==> src/rtl/repadd_mul_pkg.sv <==
// ---------------------------------------------------------------------------
// repadd_mul_pkg
// Shared definitions for the repeated-addition multiplier slice.
//   DEFAULT_WIDTH : default operand/product width in bits
//   state_e       : FSM state encoding (IDLE=0, LOAD=1, CHECK=2, ADD=3, DONE=4)
//   isBusyState   : true for the states in which the block reports busy
// No ports (package).
// ---------------------------------------------------------------------------
package repadd_mul_pkg;

    localparam int DEFAULT_WIDTH = 32;

    typedef enum logic [2:0] {
        IDLE  = 3'd0,
        LOAD  = 3'd1,
        CHECK = 3'd2,
        ADD   = 3'd3,
        DONE  = 3'd4
    } state_e;

    // Busy covers everything between accepting a request and the done pulse,
    // so it can never overlap with DONE.
    function automatic logic isBusyState(input state_e s);
        return (s == LOAD) || (s == CHECK) || (s == ADD);
    endfunction

endpackage

==> src/rtl/repadd_mul_if.sv <==
// ---------------------------------------------------------------------------
// repadd_mul_if
// Request/result bundle between a requester (master) and the multiplier
// (slave).
//   start : request a multiply (master -> slave)
//   a     : multiplicand, WIDTH bits (master -> slave)
//   b     : multiplier / iteration count, WIDTH bits (master -> slave)
//   p     : product modulo 2^WIDTH (slave -> master)
//   busy  : operation in progress (slave -> master)
//   done  : one-cycle completion pulse (slave -> master)
//   ovf   : sticky carry-out flag, only with REPADD_MUL_OVF_EN defined
// Configuration macro: REPADD_MUL_OVF_EN
// ---------------------------------------------------------------------------
interface repadd_mul_if
    import repadd_mul_pkg::*;
#(
    parameter int WIDTH = DEFAULT_WIDTH
);

    logic             start;
    logic [WIDTH-1:0] a;
    logic [WIDTH-1:0] b;
    logic [WIDTH-1:0] p;
    logic             busy;
    logic             done;
`ifdef REPADD_MUL_OVF_EN
    logic             ovf;

    modport master (output start, a, b, input p, busy, done, ovf);
    modport slave  (input start, a, b, output p, busy, done, ovf);
`else
    modport master (output start, a, b, input p, busy, done);
    modport slave  (input start, a, b, output p, busy, done);
`endif

endinterface

==> src/rtl/eqz_detect.sv <==
// ---------------------------------------------------------------------------
// eqz_detect
// Purely combinational zero detector.
//   WIDTH : width of the checked value
//   z     : value to test (input)
//   eqz   : 1 when z == 0 (output)
// ---------------------------------------------------------------------------
module eqz_detect #(
    parameter int WIDTH = 32
) (
    input  logic [WIDTH-1:0] z,
    output logic             eqz
);

    assign eqz = (z == '0);

endmodule

==> src/rtl/repadd_mul.sv <==
// ---------------------------------------------------------------------------
// repadd_mul
// Multiplier built from repeated addition: p = a * b (mod 2^WIDTH), one add
// per CHECK/ADD pair, so latency from start sample to done is 3 + 2*b.
//   clk   : rising-edge clock
//   rst_n : asynchronous active-low reset
//   bus   : repadd_mul_if.slave (start, a, b in; p, busy, done[, ovf] out)
// Configuration macro: REPADD_MUL_OVF_EN adds the sticky ovf output, set
// whenever an accumulation step carries out of WIDTH bits.
// ---------------------------------------------------------------------------
module repadd_mul
    import repadd_mul_pkg::*;
#(
    parameter int WIDTH = DEFAULT_WIDTH
) (
    input  logic            clk,
    input  logic            rst_n,
    repadd_mul_if.slave     bus
);

    state_e           state_q, state_d;
    logic [WIDTH-1:0] a_q, a_d;
    logic [WIDTH-1:0] b_q, b_d;
    logic [WIDTH-1:0] p_q, p_d;
    logic             busy_q, busy_d;
    logic             done_q, done_d;
    logic             b_zero;
`ifdef REPADD_MUL_OVF_EN
    logic             ovf_q, ovf_d;
    logic [WIDTH:0]   sum_w;
`endif

    // Zero flag on the remaining iteration count decides CHECK -> DONE.
    eqz_detect #(
        .WIDTH (WIDTH)
    ) u_eqz (
        .z   (b_q),
        .eqz (b_zero)
    );

`ifdef REPADD_MUL_OVF_EN
    // One extra bit on the adder exposes the carry for the sticky flag.
    assign sum_w = {1'b0, p_q} + {1'b0, a_q};
`endif

    // Next-state and datapath decode. Start only matters in IDLE, so a
    // request arriving in any other state (including DONE) is simply dropped.
    always_comb begin
        state_d = state_q;
        a_d     = a_q;
        b_d     = b_q;
        p_d     = p_q;
`ifdef REPADD_MUL_OVF_EN
        ovf_d   = ovf_q;
`endif
        case (state_q)
            IDLE: begin
                if (bus.start) begin
                    state_d = LOAD;
                end
            end
            LOAD: begin
                a_d     = bus.a;
                b_d     = bus.b;
                p_d     = '0;
`ifdef REPADD_MUL_OVF_EN
                ovf_d   = 1'b0;
`endif
                state_d = CHECK;
            end
            CHECK: begin
                state_d = b_zero ? DONE : ADD;
            end
            ADD: begin
`ifdef REPADD_MUL_OVF_EN
                p_d     = sum_w[WIDTH-1:0];
                ovf_d   = ovf_q | sum_w[WIDTH];
`else
                p_d     = p_q + a_q;
`endif
                b_d     = b_q - WIDTH'(1);
                state_d = CHECK;
            end
            DONE: begin
                state_d = IDLE;
            end
            default: begin
                state_d = IDLE;
            end
        endcase
    end

    // Status outputs are decoded from the next state so they are registered
    // alongside the state and line up with it cycle for cycle.
    always_comb begin
        busy_d = isBusyState(state_d);
        done_d = (state_d == DONE);
    end

    // Single state register for FSM, datapath and registered outputs; reset
    // clears everything immediately, even mid-operation.
    always_ff @(posedge clk or negedge rst_n) begin
        if (!rst_n) begin
            state_q <= IDLE;
            a_q     <= '0;
            b_q     <= '0;
            p_q     <= '0;
            busy_q  <= 1'b0;
            done_q  <= 1'b0;
`ifdef REPADD_MUL_OVF_EN
            ovf_q   <= 1'b0;
`endif
        end else begin
            state_q <= state_d;
            a_q     <= a_d;
            b_q     <= b_d;
            p_q     <= p_d;
            busy_q  <= busy_d;
            done_q  <= done_d;
`ifdef REPADD_MUL_OVF_EN
            ovf_q   <= ovf_d;
`endif
        end
    end

    assign bus.p    = p_q;
    assign bus.busy = busy_q;
    assign bus.done = done_q;
`ifdef REPADD_MUL_OVF_EN
    assign bus.ovf  = ovf_q;
`endif

endmodule

==> src/flat_wrapper.sv <==
// flat-port wrapper written by rule: the top's interface ports become plain ports
module repadd_mul_flat import repadd_mul_pkg::*;
#(
    parameter int WIDTH = DEFAULT_WIDTH
)
  (clk, rst_n, bus_start, bus_a, bus_b, bus_p, bus_busy, bus_done);
  repadd_mul_if #(.WIDTH(WIDTH)) bus_i ();
  input  logic clk;
  input  logic rst_n;
  input wire logic [$bits(bus_i.start)-1:0] bus_start;
  input wire logic [$bits(bus_i.a)-1:0] bus_a;
  input wire logic [$bits(bus_i.b)-1:0] bus_b;
  output wire logic [$bits(bus_i.p)-1:0] bus_p;
  output wire logic [$bits(bus_i.busy)-1:0] bus_busy;
  output wire logic [$bits(bus_i.done)-1:0] bus_done;
  assign bus_i.start = bus_start;
  assign bus_i.a = bus_a;
  assign bus_i.b = bus_b;
  assign bus_p = bus_i.p;
  assign bus_busy = bus_i.busy;
  assign bus_done = bus_i.done;
  repadd_mul #(.WIDTH(WIDTH)) u_core (.clk(clk), .rst_n(rst_n), .bus(bus_i));
endmodule
==> config.mk <==
export PLATFORM = sky130hd
export DESIGN_NAME = repadd_mul_flat
export DESIGN_NICKNAME = d
export VERILOG_FILES = /design/src/rtl/repadd_mul_pkg.sv /design/src/rtl/repadd_mul_if.sv /design/src/rtl/eqz_detect.sv /design/src/rtl/repadd_mul.sv /design/src/flat_wrapper.sv
export SDC_FILE = /design/constraint.sdc
export NUM_CORES = 1
export LEC_CHECK = 0
export CORE_MARGIN = 2
export CORE_UTILIZATION = 44
export CTS_CLUSTER_SIZE = 25
export DETAILED_ROUTE_END_ITERATION = 8
export PLACE_DENSITY = 0.68
export SYNTH_ARGS = -nofsm -noshare
export SYNTH_HDL_FRONTEND = slang
export SYNTH_SLANG_ARGS = --single-unit
==> constraint.sdc <==
create_clock -name clk -period 8.1 [get_ports clk]
set_input_delay 1.62 -clock clk [delete_from_list [all_inputs] [get_ports clk]]
set_output_delay 1.62 -clock clk [all_outputs]
set_load 0.005 [all_outputs]
==> flow_summary.yaml, run 1 <==
run_status:
  outcome: "complete, no violations"
synthesis:
  synthDistinctLibCells: 64
  ys_ff_latch: 101
  synth.area.top_cells: "dfrtp_1 (42%), nand2_1 (9.0%), ha_1 (6.9%)"
  async_flop_share_pct: 100
  synth_top_area_share_pct: 42.2
  postSynthAreaPerCell_um2: 8.78
  synthFlopType: "dfrtp_1"
  synth_top_area_cell: "dfrtp_1"
  synth-edff-count: 0
  syn_inst: 683
  ys_warn_count: 0
  syn-cell-area_mm2: 0.00600
  ys_seq_area_share_pct: 42.2
  synth_nets: 784
cts:
  cts_tree: "done"
  clkTransAtPathRegs_ns: 0.07
  post_cts_buffers: 0
  clkSinkCount: 101
  numCtsBuffers: 9
  post_cts_resized: 0
  htreeDepth: 3
  clockBufferDepth: 2
  clk_latency_ns: 0.36
  cts-root-buf: "clkbuf_16"
  holdBufCountCts: 0
critical_path:
  cp_slowest_cell: "clkdlybuf4s50_1"
  rrSetupSlack_ns: 5.18
  crit_chain: "clkdlybuf4s50_1"
  critPathBufInv: 1
  cpLargestDelayFamily: "buffers and inverters"
  cp_data_arrival_time_ns: 1.33
  worst_ep_required_time_ns: 6.48
  worstSetupStartpointType: "flip-flop"
  critPathMaxStageDelay_ns: 0.53
  r2r_cells: 12
  endpoint_kind: "output pin"
  timing.rr.start: "u_core.bus.p[0]$_DFFE_PN0P_"
  r2r-end: "u_core.bus.p[30]$_DFFE_PN0P_"
  worst-setup-path-type: "flip-flop to output pin"
  cp_max_fo: 3
power:
  peakVddDrop_uv: 186
  p_leak_nw: 3.24
  switching_share_pct: 39.2
  p_per_area_mw_per_mm2: 345
  power_switching_mw: 1.01
  p_int_mw: 1.56
  combPwrFrac_pct: 51.9
  power_frac_clock_pct: 17.3
  p_seq_share_pct: 30.8
drt:
  route.layer.met1.wl_mm: 7.35
  antenna_left: 0
  top_layer: "met4"
  wl_met2_mm: 7.24
  dr.pass1.iters: 5
  via_count: 5356
  via_per_inst: 5.66
  drt_iter0_drc: 430
  route.met3.wl_um: 756
  routedWlPerCell_um: 16.4
  drc: 0
  wirelength_mm: 15.6
job:
  cap_violations: 0
floorplanning:
  core_mm2: 0.0133
  num_rows: 42
  start_util_pct: 45.1
  io_pins: 101
  die_h_um: 121
  die_x_um: 121
  die_area_mm2: 0.0146
sta:
  maxSlewViolCount: 0
  skew_ns: 0.0119
  setup_viol: 0
  tns_ns: 0
  tightest_slew_ns: 0.962
  finalCritPeriodShare_pct: 36.4
  hold_viol_final: 0
  rsz0062_at_grt: "no"
  max_slew_margin_pct: 35.6
  fmax_mhz: 339
  finalCriticalPeriod_ns: 2.95
cells_and_area:
  multi_input_area_mm2: 0.00327
  drive_gt1_share_pct: 4.80
  area.sequential_mm2: 0.00253
  fillers: 1194
  final_common_cell: "nand2_1"
  final_nets: 867
  syn2layout_area_growth_pct: 24.1
  final_cell_mix: "nand2_1 (143), dfrtp_1 (101), clkdlybuf4s50_1 (99)"
  num_antenna_cells: 0
  stdcell_count: 947
global_routing:
  grt_pass1_wl_mm: 26.1
  grt_max_degree: 59
  grt-ovfl-total: 0
  track_usage_pct: 22.6
  grt_pass1_vias: 5307
  antenna_found_initial: 0
place:
  portBuffers: 100
  numPlacedInstances: 931
  place_congestion: 0.916
  dp_hpwl_mm: 10.7
hold_path:
  min-delay-start: "u_core.a_q[19]$_DFFE_PN0P_"
  hold_end: "u_core.a_q[19]$_DFFE_PN0P_"
  min_path_cells: 2
  min_path_type: "flip-flop to flip-flop"
## cell type report
| class | count | share of cell area, % |
|---|---|---|
| Clock inverter | 6 | 0.925 |
| Tap cell | 176 | 2.96 |
| Timing Repair Buffer | 108 | 14.2 |
| Sequential cell | 101 | 34.0 |
| Inverter | 17 | 0.858 |
| Clock buffer | 10 | 3.08 |
| Multi-Input combinational cell | 529 | 44.0 |
## Yosys cell counts (2+ instances only)
cell / instances
o31ai_1: 3
or4_1: 2
nor3_1: 12
o22ai_1: 20
inv_1: 17
and3_1: 6
o21ai_0: 34
a21oi_1: 65
nand2_1: 143
dfrtp_1: 101
mux2i_1: 9
a21o_1: 13
o21ai_1: 3
buf_2: 4
a211oi_1: 2
nor3b_1: 3
ha_1: 33
o21a_1: 5
a22oi_1: 3
a31oi_1: 4
a22o_1: 25
a211o_1: 2
nor2_1: 33
o32ai_1: 2
nand2b_1: 4
nor2b_1: 2
nand3_1: 21
xor2_1: 7
nand4_1: 5
o31ai_2: 2
buf_1: 5
clkbuf_1: 27
xnor2_1: 20
and4_1: 2
o211ai_1: 3
nor4_1: 12
o2bb2ai_1: 2
## metal layers
metal | vias up | track usage [%]
met3 | 18 | 5.52
met1 | 2567 | 30.3
li1 | 2631 | -
met5 | - | 0
met4 | 0 | 6.83
met2 | 140 | 36.4
## registers in the layout (all words and copies together) (netlist names)
signal           count
u_core.bus.busy      1
u_core.bus.done      1
u_core.b_q          32
u_core.a_q          32
u_core.bus.p        32
u_core.state_q       3
## kinds of logic (layout without fill, tap and decap cells)
kind of cell    Yosys count  in the layout  synth area share (%)
mux                       9              9                  1.50
fa+ha+maj                34             34                  7.22
buf+inv                  53            141                  3.40
flops                   101            101                  42.2
xor+xnor                 27             27                  3.94
simple gates            252            252                  19.0
compound gates          207            207                  22.8
## through the flow
stage | util (%) | hold slack (ns) | total power [mW] | setup slack, ns | area, um^2
6_report | 56.0 | 0.484 | 2.57 | 5.15 | 7440
5_1_grt | 56.0 | 0.504 | 2.79 | 5.01 | 7440
4_1_cts | 56.0 | 0.488 | 2.58 | 5.14 | 7440
3_5_place_dp | 53.7 | 0.469 | 2.12 | 5.22 | 7140
3_3_place_gp | 53.7 | 0.467 | 2.09 | 5.24 | 7140
2_1_floorplan | - | 0.450 | 1.70 | 5.50 | 6000
## power groups by stage
stage                     logic (mW)  clock network, mW  registers (mW)
after floorplan                0.931                  0           0.771
after global placement          1.30                  0           0.791
after detailed placement        1.32                  0           0.796
after CTS                       1.33              0.456           0.790
after global routing            1.50              0.479           0.815
final                           1.33              0.444           0.791
## how the worst max path moves through the flow
stage                              endpoint  cells after the start  slack [ns]                   startpoint
6_report                           bus_p[5]                      1        5.15  u_core.bus.p[5]$_DFFE_PN0P_
5_1_grt        u_core.bus.p[28]$_DFFE_PN0P_                     12        5.01  u_core.bus.p[0]$_DFFE_PN0P_
4_1_cts                            bus_p[5]                      1        5.14  u_core.bus.p[5]$_DFFE_PN0P_
3_5_place_dp     u_core.a_q[14]$_DFFE_PN0P_                      2        5.22                        rst_n
3_3_place_gp   u_core.bus.p[14]$_DFFE_PN0P_                      2        5.24                        rst_n
2_1_floorplan  u_core.bus.p[30]$_DFFE_PN0P_                     12        5.50  u_core.bus.p[0]$_DFFE_PN0P_
Power figures use the tool's default switching activity.
==> run 2: changes to the inputs <==
==> constraint.sdc (replaced) <==
create_clock -name clk -period 2.8 [get_ports clk]
set_input_delay 0.56 -clock clk [delete_from_list [all_inputs] [get_ports clk]]
set_output_delay 0.56 -clock clk [all_outputs]
set_load 0.005 [all_outputs]
==> run 2 against run 1 <==
Compared with the run above:
- critical path depth grew 12
- sequential share of layout area down 0.85 points
- first-iteration DRC count fell by 3.5%
- cell area increased by 2.6%
- total power rose to 3.0 times the previous value
- non-clock buffer count up 16
- count of clock-buffer cells in the layout increased by 2
- clock power rose to 2.9 times the previous value
- flip-flop and latch count unchanged
- die area unchanged
- clock skew decreased by 0.0017 ns
- critical endpoint is now u_core.bus.p[20]$_DFFE_PN0P_
- highest routed layer unchanged
==> flow_summary.yaml, run 2 (synthesis gave the netlist of run 1 again) <==
cts:
  cts_tree: "done"
  numCtsBuffers: 9
  clk_latency_ns: 0.36
  clockBufferDepth: 2
  htreeDepth: 3
  cts-root-buf: "clkbuf_16"
  clkSinkCount: 101
  clkTransAtPathRegs_ns: 0.07
  holdBufCountCts: 0
sta:
  setup_viol: 0
  hold_viol_final: 0
  tns_ns: 0
  fmax_mhz: 366
  finalCritPeriodShare_pct: 97.5
  finalCriticalPeriod_ns: 2.73
  maxSlewViolCount: 0
  max_slew_margin_pct: 54.5
  setup_ws_ns: 0.0688
  rsz0062_at_grt: "yes"
  tightest_slew_ns: 0.677
  skew_ns: 0.0102
run_status:
  outcome: "complete, no violations"
floorplanning:
  io_pins: 101
  die_h_um: 121
  die_area_mm2: 0.0146
  die_x_um: 121
  num_rows: 42
  start_util_pct: 45.1
  core_mm2: 0.0133
place:
  placed_cell_area_mm2: 0.00721
  pre_cts_ws_ns: -0.000352
  dp_hpwl_mm: 10.9
  place_congestion: 0.899
  portBuffers: 100
power:
  peakVddDrop_uv: 583
  p_leak_nw: 3.33
  p_per_area_mw_per_mm2: 1010
cells_and_area:
  final_nets: 883
  syn2layout_area_growth_pct: 27.3
  final_common_cell: "nand2_1"
  drive_gt1_share_pct: 7.62
  num_antenna_cells: 0
  fin_area_mm2: 0.00763
  fillers: 1208
  final_cell_mix: "nand2_1 (143), dfrtp_1 (101), clkdlybuf4s50_1 (99)"
  fin_util_pct: 57.4
drt:
  wirelength_mm: 15.9
  via_count: 5406
  drc: 0
  routedWlPerCell_um: 16.5
  dr.pass1.iters: 5
  via_per_inst: 5.61
  antenna_left: 0
  drt_iter0_drc: 415
critical_path:
  cp_data_arrival_time_ns: 3.00
  endpoint_kind: "flip-flop"
  critPathBufInv: 2
  cp_max_fo: 3
  crit_chain: "ha_4 > inv_2 > fa_2 > nor2b_4 > o31a_1 > o31ai_4 > o221ai_2 > a31oi_4 > buf_6 > o21bai_1 > a21oi_1 > xor2_1 > o31ai_1"
  critPathMaxStageDelay_ns: 0.40
  worst_ep_required_time_ns: 3.06
  r2r-end: "u_core.bus.p[20]$_DFFE_PN0P_"
  r2r_cells: 13
  worst-setup-path-type: "flip-flop to flip-flop"
  worstSetupStartpointType: "flip-flop"
  cpLargestDelayFamily: "compound AO/OA/AOI/OAI gates"
  timing.rr.start: "u_core.a_q[0]$_DFFE_PN0P_"
  rrSetupSlack_ns: 0.07
  cp_slowest_cell: "dfrtp_1"
hold_path:
  min_path_type: "input pin to async pin"
global_routing:
  grt_pass1_wl_mm: 26.4
  grt-ovfl-total: 0
  antenna_found_initial: 0
  grt_pass1_vias: 5350
  track_usage_pct: 22.7
  grt_max_degree: 65
job:
  cap_violations: 0
run 2: cell types whose count changed in the layout (fill, tap and decap cells not counted), sizes merged:
| cell | before | now |
|---|---|---|
| buf | 9 | 25 |
| clkbuf | 10 | 12 |
| clkinv | 1 | 2 |
| inv | 20 | 17 |
run 2: how the worst max path moves through the flow:
stage / start / slack, ns / depth (start not counted) / to
floorplan: u_core.bus.p[0]$_DFFE_PN0P_ / 0.20 / 12 / u_core.bus.p[30]$_DFFE_PN0P_
global placement: u_core.bus.p[0]$_DFFE_PN0P_ / 0.08 / 12 / u_core.bus.p[28]$_DFFE_PN0P_
detailed placement: u_core.bus.p[0]$_DFFE_PN0P_ / -0.0004 / 12 / u_core.bus.p[28]$_DFFE_PN0P_
CTS: u_core.bus.p[0]$_DFFE_PN0P_ / -0.004 / 12 / u_core.bus.p[24]$_DFFE_PN0P_
global route: u_core.a_q[0]$_DFFE_PN0P_ / -0.08 / 13 / u_core.bus.p[20]$_DFFE_PN0P_
finish: u_core.a_q[0]$_DFFE_PN0P_ / 0.07 / 13 / u_core.bus.p[20]$_DFFE_PN0P_
run 2: area by class of cell:
type / count / area (um^2) / share of cell area (%)
Multi-Input combinational cell: 529 / 3330 / 43.6
Clock inverter: 4 / 47.5 / 0.623
Sequential cell: 101 / 2530 / 33.1
Inverter: 17 / 63.8 / 0.836
Timing Repair Buffer: 124 / 1190 / 15.7
Tap cell: 176 / 220 / 2.89
Clock buffer: 12 / 246 / 3.23
run 2: where the power goes:
group          internal, mW  switching, mW
Clock                 0.715          0.551
Sequential             1.89          0.405
Combinational          2.11           2.07
run 2: per-stage QoR:
step                      hold WS (ns)  cells  power [mW]
after floorplan                  0.264    683        4.92
after global placement           0.467    938        6.09
after detailed placement         0.471    938        6.19
after CTS                        0.198    955        7.52
after global routing             0.218    963        8.31
final                            0.175    963        7.73
run 2: timing repair:
action	in CTS	in global routing
gates resized for setup	0	13
endpoints found under the setup margin	3	10
pin swaps	1	13
buffers inserted	1	8
run 2: per-layer routing:
| layer | up-vias | global-route usage [%] | wire length, um |
|---|---|---|---|
| li1 | 2674 | - | - |
| met1 | 2570 | 30.9 | 7370 |
| met2 | 139 | 36.4 | 7470 |
| met3 | 23 | 3.49 | 742 |
| met4 | 0 | 8.72 | 352 |
| met5 | - | 0 | 0 |
